--- src/rtl/cpu_run_pkg.sv ---
// Shared types and constants for the CPU run controller.
// Holds the FSM state enum, default parameters and the PC sentinel.
package cpu_run_pkg;

  typedef enum logic [2:0] {
    S_IDLE,
    S_PRE,
    S_RUN,
    S_DREQ,
    S_DWAIT,
    S_DOUT,
    S_DONE
  } state_t;

  localparam int HALT_STABLE_D = 10;
  localparam int TIMEOUT_D     = 1000;
  localparam int DUMP_BASE_D   = 0;
  localparam int DUMP_WORDS_D  = 10;
  localparam int ADDR_W_D      = 8;

  localparam logic [31:0] PC_INIT = 32'hFFFF_FFFF;

endpackage

--- src/rtl/halt_detector.sv ---
// Detects a PC self-loop: pulses halted when the PC has been unchanged long enough.
// Ports: clk, reset, clear (restart), en (core running), pc in; halted out.
module halt_detector
  import cpu_run_pkg::*;
#(
  parameter int HALT_STABLE = HALT_STABLE_D
) (
  input  logic        clk,
  input  logic        reset,
  input  logic        clear,
  input  logic        en,
  input  logic [31:0] pc,
  output logic        halted
);

  localparam int CW = $clog2(HALT_STABLE + 1);
  localparam logic [CW-1:0] MAXC = CW'(HALT_STABLE);

  logic [31:0]   prev_pc;
  logic [CW-1:0] stable_cnt;
  logic          same;

  assign same = (pc == prev_pc);

  // The incremented count reaching HALT_STABLE is the halt condition.
  assign halted = en && same && (stable_cnt == MAXC - 1'b1);

  always_ff @(posedge clk) begin
    if (reset || clear) begin
      prev_pc    <= PC_INIT;
      stable_cnt <= '0;
    end else if (en) begin
      prev_pc <= pc;
      if (!same)
        stable_cnt <= '0;
      else if (stable_cnt != MAXC)
        stable_cnt <= stable_cnt + 1'b1;
    end
  end

endmodule

--- src/rtl/cpu_run_ctrl.sv ---
// Run controller: resets, runs, detects halt/timeout, then streams a dmem window.
// Ports: clk/reset/start, cpu_pc/cpu_reset/cpu_run, dbg_* read port, out_* stream, busy/done/timeout.
module cpu_run_ctrl
  import cpu_run_pkg::*;
#(
  parameter int HALT_STABLE = HALT_STABLE_D,
  parameter int TIMEOUT     = TIMEOUT_D,
  parameter int DUMP_BASE   = DUMP_BASE_D,
  parameter int DUMP_WORDS  = DUMP_WORDS_D,
  parameter int ADDR_W      = ADDR_W_D
) (
  input  logic              clk,
  input  logic              reset,
  input  logic              start,
  input  logic [31:0]       cpu_pc,
  output logic              cpu_reset,
  output logic              cpu_run,
  output logic              dbg_req,
  output logic [ADDR_W-1:0] dbg_addr,
  input  logic [31:0]       dbg_rdata,
  output logic              out_valid,
  input  logic              out_ready,
  output logic [31:0]       out_data,
  output logic [ADDR_W-1:0] out_index,
  output logic              out_last,
  output logic              busy,
  output logic              done,
  output logic              timeout
);

  localparam int RW = $clog2(TIMEOUT + 1);
  localparam logic [RW-1:0]     RUN_LAST = RW'(TIMEOUT - 1);
  localparam logic [ADDR_W-1:0] IDX_BASE = ADDR_W'(DUMP_BASE);
  localparam logic [ADDR_W-1:0] IDX_LAST =
    ADDR_W'(DUMP_BASE + DUMP_WORDS - 1);

  state_t            state;
  state_t            nxt;
  logic [RW-1:0]     run_cnt;
  logic [ADDR_W-1:0] idx;
  logic              halted;
  logic              at_last;

  assign at_last = (idx == IDX_LAST);

  halt_detector #(
    .HALT_STABLE(HALT_STABLE)
  ) u_halt (
    .clk   (clk),
    .reset (reset),
    .clear (state == S_PRE),
    .en    (state == S_RUN),
    .pc    (cpu_pc),
    .halted(halted)
  );

  always_ff @(posedge clk) begin
    if (reset) state <= S_IDLE;
    else       state <= nxt;
  end

  always_comb begin
    nxt       = state;
    cpu_reset = 1'b0;
    cpu_run   = 1'b0;
    dbg_req   = 1'b0;
    dbg_addr  = '0;
    out_valid = 1'b0;
    out_last  = 1'b0;
    done      = 1'b0;
    busy      = (state != S_IDLE) && (state != S_DONE);
    unique case (state)
      S_IDLE: begin
        cpu_reset = 1'b1;
        if (start) nxt = S_PRE;
      end
      S_PRE: begin
        cpu_reset = 1'b1;
        nxt       = S_RUN;
      end
      S_RUN: begin
        cpu_run = 1'b1;
        if (halted || run_cnt == RUN_LAST) nxt = S_DREQ;
      end
      S_DREQ: begin
        dbg_req  = 1'b1;
        dbg_addr = idx;
        nxt      = S_DWAIT;
      end
      S_DWAIT: nxt = S_DOUT;
      S_DOUT: begin
        out_valid = 1'b1;
        out_last  = at_last;
        if (out_ready) nxt = at_last ? S_DONE : S_DREQ;
      end
      S_DONE: begin
        done = 1'b1;
        if (start) nxt = S_PRE;
      end
      default: nxt = S_IDLE;
    endcase
  end

  always_ff @(posedge clk) begin
    if (reset) begin
      run_cnt   <= '0;
      idx       <= '0;
      timeout   <= 1'b0;
      out_data  <= '0;
      out_index <= '0;
    end else begin
      unique case (state)
        S_PRE: begin
          run_cnt <= '0;
          timeout <= 1'b0;
          idx     <= IDX_BASE;
        end
        S_RUN: begin
          run_cnt <= run_cnt + 1'b1;
          // Halt takes priority over a coincident timeout.
          if (!halted && run_cnt == RUN_LAST) timeout <= 1'b1;
        end
        S_DWAIT: begin
          out_data  <= dbg_rdata;
          out_index <= idx;
        end
        S_DOUT: begin
          if (out_ready && !at_last) idx <= idx + 1'b1;
        end
        default: ;
      endcase
    end
  end

endmodule

--- config.mk ---
export PLATFORM = sky130hd
export DESIGN_NAME = cpu_run_ctrl
export DESIGN_NICKNAME = d
export VERILOG_FILES = /design/src/rtl/cpu_run_pkg.sv /design/src/rtl/halt_detector.sv /design/src/rtl/cpu_run_ctrl.sv
export SDC_FILE = /design/constraint.sdc
export NUM_CORES = 1
export LEC_CHECK = 0
export ABC_AREA = 1
export CORE_AREA = 2 2 99 101
export DETAILED_ROUTE_END_ITERATION = 8
export DIE_AREA = 0 0 101 103
export PLACE_DENSITY = 0.83
export SLEW_MARGIN = 10
export SYNTH_ARGS = -nofsm -noshare
export SYNTH_HDL_FRONTEND = slang
export SYNTH_SLANG_ARGS = --single-unit
--- constraint.sdc ---
create_clock -name clk -period 1.9 [get_ports clk]
set_clock_uncertainty 0.2 [all_clocks]
set_input_delay 0.38 -clock clk [delete_from_list [all_inputs] [get_ports clk]]
set_output_delay 0.38 -clock clk [all_outputs]
set_load 0.005 [all_outputs]
==> reports/results.md, run 1 <==
| Group | Parameter | Reported |
|:---|:---|:---|
| timing | Fin. Hold Viols | 0 |
| drt | Initial DRC Count | 248 |
| yosys | FFs w/ async S/R, synth | 0% |
| worst setup path | Startpoint of the most critical register-to-register path | state[1] |
| worst setup path | Cell seen most often among critical-path stages | sky130_fd_sc_hd__inv_2 |
| drt | Via density per instance | 5.269 |
| floorplanning | Die footprint | 10400 um^2 |
| yosys | Share of synthesized area occupied by flip-flops and latches | 44.75% |
| power | Leakage power summed over all cells | 0.003009 uW |
| floorplanning | X dimension of the die | 101 um |
| worst setup path | Arrival time of the worst setup path | 1.42 ns |
| worst setup path | Crit Path Category | reg2out |
| finish | Filler cells | 727 |
| clock network | Post-CTS clock slew at the launch and capture registers of the worst setup and hold paths | 0.09 ns |
| clock network | # clock sinks | 98 |
| yosys | Synthesized instance count | 617 |
| clock network | Inserted Clock Buffers | 9 |
| timing | Setup repair after global routing missed its margin | true |
| worst setup path | Critical Path RT | 1.32 ns |
| drt | Detailed-route wire length per cell | 14.19 um |
| yosys | Net Count, Synth | 691 |
| global route | Global-route congestion overflow total | 0 |
| floorplanning | Row cnt | 36 |
| power | Switching power total | 2651 uW |
| global route | Number of global-route vias before repair | 4500 |
| placement | Final HPWL DP | 8343 um |
| min path | Hold EP | u_halt.prev_pc[23] |
| drt | Iteration count of the initial detailed-routing pass | 7 |
| timing | Worst Setup Slack, final | -0.1004 ns |
| drt | DRT antenna net count | 0 |
| placement | # port buffers | 123 |
| placement | Dpl ws | -0.4099 ns |
| clock network | # hold bufs at CTS | 0 |
| power | Relative contribution of sequential cells to total power | 40.2% |
| drt | Via count of the routed design | 4753 |
| global route | First-pass GRT wire length | 19510 um |
| finish | Area of the multi-input gates | 2320 um^2 |
| yosys | Flop and latch count out of synthesis | 98 |
| global route | Initial antenna violation count | 0 |
| run status | Result of the run | finished with violations |
| timing | Worst Max-Slew Pin Slew | 0.4051 ns |
| timing | Maximum achievable frequency | 499.9 MHz |
| yosys | Top flip-flop cell by instance count after synthesis | sky130_fd_sc_hd__dfxtp_1 |
| power | Relative contribution of the clock network to total power | 17.4% |
| worst setup path | Count of cells along the worst register-to-register path | 12 |
| clock network | Later-pin clock latency in the skew report | 0.36 ns |
| clock network | Deepest level of the CTS H-tree | 3 |
| finish | Number of antenna diodes | 0 |
| timing | Period utilisation layout | 105.3% |
| drt | WL final | 12800 um |
| global route | Pin count of the biggest net entering global routing | 47 |
| finish | Area growth syn-to-layout | 49.60% |
| yosys | Number of flops mapped to enable cells by yosys | 0 |
| finish | Total Nets Final | 857 |
| clock network | CTS tree | yes |
| timing | Pins over their slew limit | 0 |
| floorplanning | Ports | 124 |
| power | IR drop worst, VDD | 0.7134 mV |
| power | Power, Total | 7257 uW |
| worst setup path | Largest stage delay on the critical path | 0.37 ns |
| run status | Failing checks | negative setup slack |
| power | Combinational cell fraction of total power | 42.4% |
| worst setup path | Max FO, Critical Path | 5 |
| worst setup path | Nature of the critical path startpoint | register |
| worst setup path | Buffering stage count on the worst path with inverters included | 4 |
| timing | Setup Viol. Count Final | 10 |
| worst setup path | Type of element capturing the critical path | primary output |
| power | Sw Ratio | 36.53% |
| worst setup path | Top Family by Delay on Critical Path | buffers and inverters |
| clock network | Clock root buffer | sky130_fd_sc_hd__clkbuf_8 |
| clock network | Number of buffers on the longest clock path | 2 |
| finish | Fraction of final layout cells with drive strength greater than 1 | 19.04% |
| power | Areal power density over the cells | 1106 nW/um^2 |
| min path | Classification of the worst-slack hold path | in2reg |
| worst setup path | RR Endpoint | state[2] |
| worst setup path | Crit-path cells | inv_2, nor3_4, inv_2, buf_6, nor2_4, buf_2 |
| yosys | Number of warnings issued by yosys | 0 |
| min path | Beginning of the worst hold path | cpu_pc[23] |
| drt | DRC violations left | 0 |
| placement | RD Place Congestion | 0.8209 |
| yosys | Number of distinct library cells after synthesis | 32 |
| power | Internal cell power | 4606 uW |
| floorplanning | Initial cell density of the core | 46.35% |
| yosys | Combined area of all synthesized cells | 4384 um^2 |
| worst setup path | Start point of the critical path | state[1] |
| timing | Clock period minus final worst setup slack | 2.000 ns |
| yosys | Average footprint of a synthesized cell | 7.106 um^2 |
| worst setup path | Setup slack, reg-to-reg | 0.01 ns |
| global route | All-layer global routing usage | 23.06% |
| finish | Sequential cell area | 1972 um^2 |
| run | Max-cap violations | 0 |
| floorplanning | DIE HEIGHT | 103 um |
| timing | Relative max-transition margin | 72.99% |
| worst setup path | Critical path's slowest cell | sky130_fd_sc_hd__dfxtp_2 |
| min path | Min-Delay Path Depth | 3 |
| floorplanning | Area of the core region | 9459 um^2 |
==> metrics by stage <==
step                std cells  area (um^2)  util [%]  hold slack, ns  setup TNS (ns)
global route              902         6559     69.34         0.08652          -1.875
detailed placement        866         5952     62.92          0.2747          -4.532
floorplan                 617         4384         -          0.2523               0
global placement          866         5952     62.92          0.2647          -3.731
CTS                       890         6242     65.99          0.2874         -0.8297
finish                    902         6559     69.34         0.08459         -0.7215
==> power by group through the flow <==
stage	Combinational [uW]	Clock (uW)	Sequential, uW
6_report	3070	1260	2920
3_3_place_gp	2590	0	2890
2_1_floorplan	1350	0	2920
5_1_grt	3370	1370	2980
3_5_place_dp	2680	0	2920
4_1_cts	2830	1290	2910
==> final cells by class <==
class                      count  area share [%]
clock buffer                  11           2.156
clock inverter                 5          0.6105
inverter                      52           3.090
multi-input combinational    442           35.37
sequential                    98           30.06
tap                          114           2.175
timing repair buffer         180           26.54
==> worst register-to-register path, stage by stage, from the launching register on <==
cell and delay (ns):
sky130_fd_sc_hd__dfxtp_2 0.37, sky130_fd_sc_hd__inv_2 0.06, sky130_fd_sc_hd__buf_6 0.13, sky130_fd_sc_hd__nor2_4 0.08, sky130_fd_sc_hd__nand2_2 0.10, sky130_fd_sc_hd__inv_4 0.10, sky130_fd_sc_hd__buf_12 0.13, sky130_fd_sc_hd__o21ai_0 0.11
sky130_fd_sc_hd__inv_1 0.11, sky130_fd_sc_hd__nand2_4 0.07, sky130_fd_sc_hd__buf_4 0.13, sky130_fd_sc_hd__a21oi_1 0.13, sky130_fd_sc_hd__nor2_1 0.07
==> Yosys cell counts (all sizes together) (3+ instances only) <==
library cell,instances,area share [%]
o21ai,59,6.7
clkbuf,21,1.8
nand2,138,12
nand4,5,0.71
dfxtp,98,45
inv,51,4.4
nand3,43,5.0
nor2,108,9.5
xnor2,21,4.2
ha,6,1.7
nor3,10,1.4
buf,4,0.46
a21oi,36,4.2
a22oi,3,0.51
==> cell families after synthesis <==
| family | count (synthesis) | synth area share [%] |
|---|---|---|
| xor+xnor | 22 | 4.395 |
| simple gates | 307 | 29.37 |
| fa+ha+maj | 6 | 1.712 |
| compound gates | 107 | 13.07 |
| buf+inv | 77 | 6.707 |
| flops | 98 | 44.75 |
==> flip-flops by register name, indices dropped and copies added, names as in the netlist <==
| signal | flops |
|---|---|
| out_data | 32 |
| u_halt.prev_pc | 32 |
| run_cnt | 10 |
| idx | 8 |
| out_index | 8 |
| u_halt.stable_cnt | 4 |
| state | 3 |
| timeout | 1 |
==> per-layer routing <==
layer	up-vias	GRT usage, %	share of wire [%]
met3	39	7.593	8.8
li1	2316	-	-
met4	0	10.19	2.9
met1	2194	26.95	41
met5	-	0	0
met2	204	38.82	47
==> worst max path at each step <==
stage             endpoint  slack (ns)  depth (start not counted)
3_5_place_dp      state[1]       -0.41                         11
6_report       dbg_addr[3]       -0.10                          6
4_1_cts           out_last       -0.11                          5
2_1_floorplan       idx[5]        0.17                         11
5_1_grt        dbg_addr[3]       -0.17                          6
3_3_place_gp      state[1]       -0.39                         12
==> cells in the final DEF (no fill, tap or decap), types with 9 or more instances in the layout <==
cell and n:
sky130_fd_sc_hd__clkdlybuf4s50_1 85, sky130_fd_sc_hd__xnor2_1 21, sky130_fd_sc_hd__nor2_1 88, sky130_fd_sc_hd__buf_4 44, sky130_fd_sc_hd__nand2_1 128, sky130_fd_sc_hd__nor2_4 10
sky130_fd_sc_hd__clkbuf_8 10, sky130_fd_sc_hd__buf_6 13, sky130_fd_sc_hd__inv_2 9, sky130_fd_sc_hd__dlymetal6s2s_1 23, sky130_fd_sc_hd__dfxtp_1 94, sky130_fd_sc_hd__nor2_2 10
sky130_fd_sc_hd__o21ai_0 57, sky130_fd_sc_hd__a21oi_1 32, sky130_fd_sc_hd__inv_1 39, sky130_fd_sc_hd__buf_2 12, sky130_fd_sc_hd__nand3_1 39
==> repair_timing <==
action                     CTS  global route
pin swaps                    5            24
setup buffers                8            13
gates resized for setup     97            72
cloned                       0             1
setup endpoints to repair   22            31
(Power assumes the default switching activity.)
==> inputs of run 2 (changes only) <==
--- a/config.mk
+++ b/config.mk
@@ -7,6 +7,7 @@
 export LEC_CHECK = 0
 export ABC_AREA = 1
 export CORE_AREA = 2 2 99 101
+export CTS_BUF_LIST = sky130_fd_sc_hd__clkbuf_16
 export DETAILED_ROUTE_END_ITERATION = 8
 export DIE_AREA = 0 0 101 103
 export PLACE_DENSITY = 0.83
==> run 2 against run 1 <==
The flow still finishes with violations (negative setup slack). Clock-buffer cell count decreased by 2. Utilization fell by 0.17 points. Final cell count is 1.1% lower. Via count down 1.6%. Wire length fell by 2.0%. Die area did not move. Sequential power hardly changed. Critical path depth did not move. Flip-flop and latch count unchanged. Cell area down 0.25%. Sequential share of layout area is 0.056 points higher. Register-to-register slack is essentially flat. Critical path type unchanged.
==> reports/results.md, run 2 (same netlist as run 1, synthesis figures left out) <==
| Group | Parameter | Reported | Change |
|:---|:---|:---|:---|
| run status | Result of the run | finished with violations | unchanged |
| run status | Failing checks | negative setup slack | unchanged |
| placement | Post-detailed-placement cell area | 5952 um^2 | unchanged |
| timing | Worst Setup Slack, final | -0.1136 ns | was -0.1004 ns |
| timing | Hold slack final | 0.1085 ns | was 0.08459 ns |
| timing | Relative max-transition margin | 70.39% | was 72.99% |
| finish | Fraction of final layout cells with drive strength greater than 1 | 18.12% | was 19.04% |
| drt | Detail Route met2 WL | 6028 um | was 6039 um |
| clock network | # hold bufs at CTS | 0 | unchanged |
| drt | Via density per instance | 5.246 | was 5.269 |
| timing | Worst Max-Slew Pin Slew | 0.4425 ns | was 0.4051 ns |
| worst setup path | Cell seen most often among critical-path stages | sky130_fd_sc_hd__inv_2 | unchanged |
| finish | Total Nets Final | 847 | was 857 |
| timing | Fin. Hold Viols | 0 | unchanged |
| power | Switching power total | 2670 uW | was 2651 uW |
| placement | Final HPWL DP | 8343 um | unchanged |
| drt | Iteration count of the initial detailed-routing pass | 4 | was 7 |
| clock network | Post-CTS clock slew at the launch and capture registers of the worst setup and hold paths | 0.07 ns | was 0.09 ns |
| worst setup path | Max FO, Critical Path | 5 | unchanged |
| clock network | Inserted Clock Buffers | 9 | unchanged |
| floorplanning | Initial cell density of the core | 46.35% | unchanged |
| drt | WL final | 12540 um | was 12800 um |
| timing | Pins over their slew limit | 0 | unchanged |
| drt | DRC violations left | 0 | unchanged |
| power | Combinational cell fraction of total power | 39.0% | was 42.4% |
| power | Sw Ratio | 35.38% | was 36.53% |
| placement | # port buffers | 123 | unchanged |
| global route | First-pass GRT wire length | 19940 um | was 19510 um |
| clock network | Later-pin clock latency in the skew report | 0.34 ns | was 0.36 ns |
| worst setup path | Count of cells along the worst register-to-register path | 12 | unchanged |
| floorplanning | X dimension of the die | 101 um | unchanged |
| worst setup path | Crit Path Category | reg2out | unchanged |
| run | Max-cap violations | 0 | unchanged |
| worst setup path | Largest stage delay on the critical path | 0.35 ns | was 0.37 ns |
| timing | Setup Viol. Count Final | 10 | unchanged |
| global route | All-layer global routing usage | 23.70% | was 23.06% |
| finish | Number of antenna diodes | 0 | unchanged |
| global route | Pin count of the biggest net entering global routing | 47 | unchanged |
| worst setup path | Startpoint of the most critical register-to-register path | state[1] | unchanged |
| worst setup path | Timing endpoint of the critical path | dbg_addr[2] | was dbg_addr[3] |
| worst setup path | RR Endpoint | idx[5] | was state[2] |
| drt | DRT antenna net count | 0 | unchanged |
| placement | Number of placed cells counting well taps | 866 | unchanged |
| drt | Initial DRC Count | 243 | was 248 |
| finish | Area growth syn-to-layout | 49.23% | was 49.60% |
| power | Areal power density over the cells | 1153 nW/um^2 | was 1106 nW/um^2 |
| drt | Met3 layer wire length in the routed design | 1092 um | was 1121 um |
| floorplanning | Die footprint | 10400 um^2 | unchanged |
| drt | Detailed-route wire length per cell | 14.06 um | was 14.19 um |
| worst setup path | Critical Path RT | 1.32 ns | about the same |
| power | Relative contribution of sequential cells to total power | 38.7% | was 40.2% |
| placement | Dpl ws | -0.4099 ns | unchanged |
| clock network | # clock sinks | 98 | unchanged |
| worst setup path | Total stage count of the critical path | 6 | unchanged |
| floorplanning | Area of the core region | 9459 um^2 | unchanged |
| finish | Commonest cells after routing, fill and taps aside | sky130_fd_sc_hd__nand2_1, sky130_fd_sc_hd__dfxtp_1, sky130_fd_sc_hd__nor2_1 | unchanged |
| worst setup path | Start point of the critical path | state[1] | unchanged |
| power | Internal cell power | 4877 uW | was 4606 uW |
| floorplanning | DIE HEIGHT | 103 um | unchanged |
| clock network | Deepest level of the CTS H-tree | 3 | unchanged |
| global route | Initial antenna violation count | 0 | unchanged |
| finish | Cell area after layout | 6543 um^2 | was 6559 um^2 |
| floorplanning | Ports | 124 | unchanged |
| power | Leakage power summed over all cells | 0.003043 uW | was 0.003009 uW |
| timing | Maximum achievable frequency | 496.6 MHz | was 499.9 MHz |
| worst setup path | Type of element capturing the critical path | primary output | unchanged |
| power | IR drop worst, VDD | 0.7713 mV | was 0.7134 mV |
| worst setup path | Crit-path cells | inv_2, nor3_4, inv_2, buf_6, nor2_2, buf_2 | was inv_2, nor3_4, inv_2, buf_6, nor2_4, buf_2 |
| finish | Most frequent standard cell in the layout excluding fill and tap cells | sky130_fd_sc_hd__nand2_1 | unchanged |
| clock network | Clock root buffer | sky130_fd_sc_hd__clkbuf_16 | was sky130_fd_sc_hd__clkbuf_8 |
| timing | Setup repair after global routing missed its margin | true | unchanged |
| timing | Clock period minus final worst setup slack | 2.014 ns | was 2.000 ns |
| worst setup path | Buffering stage count on the worst path with inverters included | 4 | unchanged |
| drt | Via count of the routed design | 4679 | was 4753 |
| power | Power, Total | 7547 uW | was 7257 uW |
| global route | Number of global-route vias before repair | 4526 | was 4500 |
| power | Relative contribution of the clock network to total power | 22.3% | was 17.4% |
| worst setup path | Nature of the critical path startpoint | register | unchanged |
| drt | Uppermost layer routed | met4 | unchanged |
| clock network | Number of buffers on the longest clock path | 2 | unchanged |
| worst setup path | Arrival time of the worst setup path | 1.43 ns | was 1.42 ns |
| worst setup path | Setup slack, reg-to-reg | 0 ns | was 0.01 ns |
| worst setup path | Top Family by Delay on Critical Path | buffers and inverters | unchanged |
| timing | Period utilisation layout | 106.0% | was 105.3% |
| floorplanning | Row cnt | 36 | unchanged |
| min path | Classification of the worst-slack hold path | in2reg | unchanged |
| worst setup path | Critical path's slowest cell | sky130_fd_sc_hd__dfxtp_2 | unchanged |
| drt | M1 WL | 5147 um | was 5261 um |
| clock network | CTS tree | yes | unchanged |
| finish | Non-filler instance count after layout | 892 | was 902 |
| global route | Global-route congestion overflow total | 0 | unchanged |
| placement | RD Place Congestion | 0.8209 | unchanged |
| finish | Largest registers ranked by flip-flop count | out_data: 32 flops, u_halt.prev_pc: 32 flops, run_cnt: 10 flops | unchanged |
[run 2: cell count changes in the layout (fill, tap and decap cells not counted), sizes merged]
cell,previous run,this run
inv,51,52
clkbuf,12,9
dlygate4sd2,0,1
clkdlybuf4s50,85,80
dlymetal6s2s,23,27
clkinv,3,4
buf,71,62
[run 2: what timing repair did]
action / CTS / global route
buffers inserted: 7 / 3
gates resized for setup: 100 / 70
endpoints found under the setup margin: 22 / 31
pin swaps: 7 / 23
[run 2: routing by layer]
| metal | vias to the layer above | global-route usage [%] |
|---|---|---|
| met5 | - | 0 |
| met4 | 0 | 8.108 |
| met3 | 25 | 9.085 |
| met2 | 171 | 40.00 |
| met1 | 2186 | 27.78 |
| li1 | 2297 | - |
[run 2: final cells by class]
cell class	count	area, um^2
Clock buffer	9	225.2
Fill cell	715	2917
Sequential cell	98	1971
Timing Repair Buffer	170	1638
Multi-Input combinational cell	442	2318
Clock inverter	7	47.55
Inverter	52	200.2
Tap cell	114	142.6
[run 2: how the worst min path moves through the flow]
stage,startpoint,end,cells past startpoint
finish,cpu_pc[23],u_halt.prev_pc[23],3
global route,cpu_pc[15],u_halt.prev_pc[15],3
CTS,cpu_pc[2],u_halt.prev_pc[2],3
detailed placement,run_cnt[9],run_cnt[9],2
global placement,run_cnt[9],run_cnt[9],2
floorplan,run_cnt[9],run_cnt[9],2
[run 2: worst min-delay path, cell delays in order]
cell and delay [ns]:
sky130_fd_sc_hd__dlymetal6s2s_1 0.12, sky130_fd_sc_hd__nand2_1 0.06, sky130_fd_sc_hd__nand3_1 0.06
[run 2: power groups by stage]
stage	logic [uW]	registers, uW	clock network (uW)
floorplan	1350	2920	0
global route	3260	2980	1800
finish	2950	2920	1680
CTS	2850	2910	1700
detailed placement	2680	2920	0
global placement	2590	2890	0
[run 2: through the flow]
stage               setup TNS [ns]  utilization [%]
global route                -1.540            69.17
CTS                        -0.4720            67.14
finish                     -0.7770            69.17
global placement            -3.731            62.92
floorplan                        0                -
detailed placement          -4.532            62.92
==> inputs of run 3 (changes only) <==
--- a/config.mk
+++ b/config.mk
@@ -6,11 +6,11 @@
 export NUM_CORES = 1
 export LEC_CHECK = 0
 export ABC_AREA = 1
-export CORE_AREA = 2 2 99 101
+export CORE_AREA = 2 2 104 106
 export CTS_BUF_LIST = sky130_fd_sc_hd__clkbuf_16
 export DETAILED_ROUTE_END_ITERATION = 8
-export DIE_AREA = 0 0 101 103
-export PLACE_DENSITY = 0.83
+export DIE_AREA = 0 0 106 108
+export PLACE_DENSITY = 0.79
 export SLEW_MARGIN = 10
 export SYNTH_ARGS = -nofsm -noshare
 export SYNTH_HDL_FRONTEND = slang
==> constraint.sdc (replaced) <==
create_clock -name clk -period 1.7 [get_ports clk]
set_clock_uncertainty 0.2 [all_clocks]
set_input_delay 0.34 -clock clk [delete_from_list [all_inputs] [get_ports clk]]
set_output_delay 0.34 -clock clk [all_outputs]
set_load 0.005 [all_outputs]
==> run 3 against run 2 <==
The run still ends with negative setup slack left. Flip-flop and latch count unchanged. Sequential share of layout area decreased by 4.3 points. Worst setup slack got worse by 0.24 ns. Total power increased by 33%. Via count increased by 11%. Cell area increased by 18%. Non-clock buffer count increased by 53. Critical path depth increased by 1. Worst hold slack improved by 0.061 ns. Utilization increased by 6.4 points. Clock power increased by 33%. Final cell count increased by 8.4%. Critical path type unchanged. Critical endpoint is now dbg_addr[3]. Largest power group unchanged.
==> reports/results.md, run 3 (same netlist as run 1, synthesis figures left out) <==
| Group | Parameter | Reported | Change |
|:---|:---|:---|:---|
| floorplanning | Die footprint | 11450 um^2 | was 10400 um^2 |
| finish | Most frequent standard cell in the layout excluding fill and tap cells | sky130_fd_sc_hd__nand2_1 | unchanged |
| worst setup path | Arrival time of the worst setup path | 1.52 ns | was 1.43 ns |
| run status | Result of the run | finished with violations | unchanged |
| timing | Worst Setup Slack, final | -0.3584 ns | was -0.1136 ns |
| finish | Commonest cells after routing, fill and taps aside | sky130_fd_sc_hd__nand2_1, sky130_fd_sc_hd__dfxtp_1, sky130_fd_sc_hd__dlygate4sd2_1 | was sky130_fd_sc_hd__nand2_1, sky130_fd_sc_hd__dfxtp_1, sky130_fd_sc_hd__nor2_1 |
| timing | Sum Neg Setup Slack | -5.015 ns | was -0.7770 ns |
| timing | Hold slack final | 0.1696 ns | was 0.1085 ns |
| placement | RD Place Congestion | 0.8644 | was 0.8209 |
| power | Leakage power summed over all cells | 0.003490 uW | was 0.003043 uW |
| floorplanning | Row cnt | 37 | was 36 |
| worst setup path | Crit Path Category | reg2out | unchanged |
| drt | WL final | 16320 um | was 12540 um |
| worst setup path | RR Endpoint | idx[6] | was idx[5] |
| timing | Setup Viol. Count Final | 54 | was 10 |
| timing | Setup repair after global routing missed its margin | true | unchanged |
| timing | Maximum achievable frequency | 485.8 MHz |  |
| finish | Area growth syn-to-layout | 76.26% | was 49.23% |
| drt | Via density per instance | 5.367 | was 5.246 |
| timing | Pins over their slew limit | 0 | unchanged |
| finish | Largest registers ranked by flip-flop count | out_data: 32 flops, u_halt.prev_pc: 32 flops, run_cnt: 10 flops | unchanged |
| worst setup path | Timing endpoint of the critical path | dbg_addr[3] | was dbg_addr[2] |
| clock network | Number of buffers on the longest clock path | 2 | unchanged |
| floorplanning | DIE HEIGHT | 108 um | was 103 um |
| drt | Iteration count of the initial detailed-routing pass | 5 | was 4 |
| clock network | Inserted Clock Buffers | 9 | unchanged |
| global route | Global-route congestion overflow total | 0 | unchanged |
| finish | Fraction of final layout cells with drive strength greater than 1 | 36.34% | was 18.12% |
| timing | Worst Max-Slew Pin Slew | 0.3060 ns | was 0.4425 ns |
| run status | Failing checks | negative setup slack | unchanged |
| timing | Period utilisation layout | 121.1% |  |
| placement | # port buffers | 123 | unchanged |
| global route | Initial antenna violation count | 0 | unchanged |
| power | Areal power density over the cells | 1301 nW/um^2 | was 1153 nW/um^2 |
| min path | Classification of the worst-slack hold path | in2reg | unchanged |
| clock network | Clock root buffer | sky130_fd_sc_hd__clkbuf_16 | unchanged |
| timing | Relative max-transition margin | 79.44% | was 70.39% |
| placement | Final HPWL DP | 8913 um | was 8343 um |
| finish | Filler cells | 661 | was 715 |
| global route | First-pass GRT wire length | 21510 um | was 19940 um |
| power | IR drop worst, VDD | 0.9225 mV | was 0.7713 mV |
| drt | Via count of the routed design | 5190 | was 4679 |
| floorplanning | Area of the core region | 10230 um^2 | was 9459 um^2 |
| global route | Number of global-route vias before repair | 4713 | was 4526 |
| power | Power, Total | 10050 uW | was 7547 uW |
| worst setup path | Startpoint of the most critical register-to-register path | state[2] | was state[1] |
| worst setup path | Type of element capturing the critical path | primary output | unchanged |
| global route | All-layer global routing usage | 23.21% | was 23.70% |
| worst setup path | Nature of the critical path startpoint | register | unchanged |
| clock network | # hold bufs at CTS | 0 | unchanged |
| timing | Fin. Hold Viols | 0 | unchanged |
| floorplanning | Ports | 124 | unchanged |
| clock network | Post-CTS clock slew at the launch and capture registers of the worst setup and hold paths | 0.07 ns | about the same |
| drt | Detailed-route wire length per cell | 16.88 um | was 14.06 um |
| worst setup path | Max FO, Critical Path | 5 | unchanged |
| placement | Dpl ws | -0.5752 ns | was -0.4099 ns |
| timing | Clock period minus final worst setup slack | 2.058 ns |  |
| drt | DRT antenna net count | 0 | unchanged |
| run | Max-cap violations | 0 | unchanged |
| worst setup path | Setup slack, reg-to-reg | -0.14 ns | was 0 ns |
| drt | DRC violations left | 0 | unchanged |
| clock network | CTS tree | yes | unchanged |
| clock network | Deepest level of the CTS H-tree | 3 | unchanged |
| global route | Pin count of the biggest net entering global routing | 44 | was 47 |
| worst setup path | Start point of the critical path | state[1] | unchanged |
| clock network | # clock sinks | 98 | unchanged |
| floorplanning | Initial cell density of the core | 42.85% | was 46.35% |
| finish | Number of antenna diodes | 0 | unchanged |
| worst setup path | Critical Path RT | 1.16 ns | was 1.32 ns |
| worst setup path | Count of cells along the worst register-to-register path | 11 | was 12 |
| drt | Initial DRC Count | 397 | was 243 |
| finish | Final cell utilization of the core | 75.53% | was 69.17% |
| clock network | Later-pin clock latency in the skew report | 0.34 ns | about the same |
| finish | Total Nets Final | 900 | was 847 |
| floorplanning | X dimension of the die | 106 um | was 101 um |
run 3: changes by cell type in the layout (fill, tap and decap cells not counted), moves of 23 or more:
cell / delta
sky130_fd_sc_hd__nor2_4: +35
sky130_fd_sc_hd__clkdlybuf4s50_1: -45
sky130_fd_sc_hd__dlygate4sd2_1: +71
sky130_fd_sc_hd__nor2_1: -41
sky130_fd_sc_hd__buf_6: +23
sky130_fd_sc_hd__dlymetal6s2s_1: -26
run 3: where the power goes:
group          leakage (uW)  switching (uW)  internal [uW]  total (uW)
Sequential         0.000798             423           2910        3340
Clock              0.000149             929           1300        2230
Combinational       0.00254            2310           2180        4480
Total               0.00349            3660           6390       10100
run 3: how the worst min path moves through the flow:
| stage | start | to | slack (ns) | depth (start not counted) |
|---|---|---|---|---|
| 2_1_floorplan | reset | run_cnt[5] | 0.22 | 1 |
| 5_1_grt | cpu_pc[30] | u_halt.prev_pc[30] | 0.18 | 3 |
| 6_report | cpu_pc[30] | u_halt.prev_pc[30] | 0.17 | 3 |
| 3_5_place_dp | run_cnt[9] | run_cnt[9] | 0.27 | 2 |
| 4_1_cts | cpu_pc[10] | u_halt.prev_pc[10] | 0.16 | 3 |
| 3_3_place_gp | run_cnt[9] | run_cnt[9] | 0.26 | 2 |
run 3: area by class of cell:
class | instances | area, um^2 | area share, %
Clock buffer | 9 | 225.2 | 2.915
Clock inverter | 7 | 100.1 | 1.295
Inverter | 52 | 227.7 | 2.947
Multi-Input combinational cell | 442 | 2849 | 36.87
Sequential cell | 98 | 1997 | 25.84
Tap cell | 136 | 170.2 | 2.202
Timing Repair Buffer | 223 | 2158 | 27.93
run 3: metal layers:
metal	track usage, %	part of all wire [%]	up-vias
met5	0	0	-
met4	7.989	3.5	0
met3	7.052	8.2	62
met2	42.40	52	272
met1	25.68	36	2441
li1	-	-	2415
run 3: critical path: stages, from the launching register on:
cell and delay (ns):
sky130_fd_sc_hd__dfxtp_4 0.38, sky130_fd_sc_hd__inv_4 0.04, sky130_fd_sc_hd__nor3_4 0.20, sky130_fd_sc_hd__buf_6 0.15, sky130_fd_sc_hd__inv_6 0.04, sky130_fd_sc_hd__buf_6 0.12, sky130_fd_sc_hd__nor2_2 0.11, sky130_fd_sc_hd__buf_2 0.13
run 3: stage by stage:
stage | instances | cell area [um^2]
after floorplan | 617 | 4385
after global placement | 898 | 6056
after detailed placement | 898 | 6056
after CTS | 942 | 6705
after global routing | 967 | 7727
final | 967 | 7727
run 3: repair_timing:
item,in CTS,in global routing
resized for setup,210,221
pin swaps,40,64
hold endpoints to repair,0,0
gates cloned,1,6
setup buffers,28,24
endpoints found under the setup margin,139,111
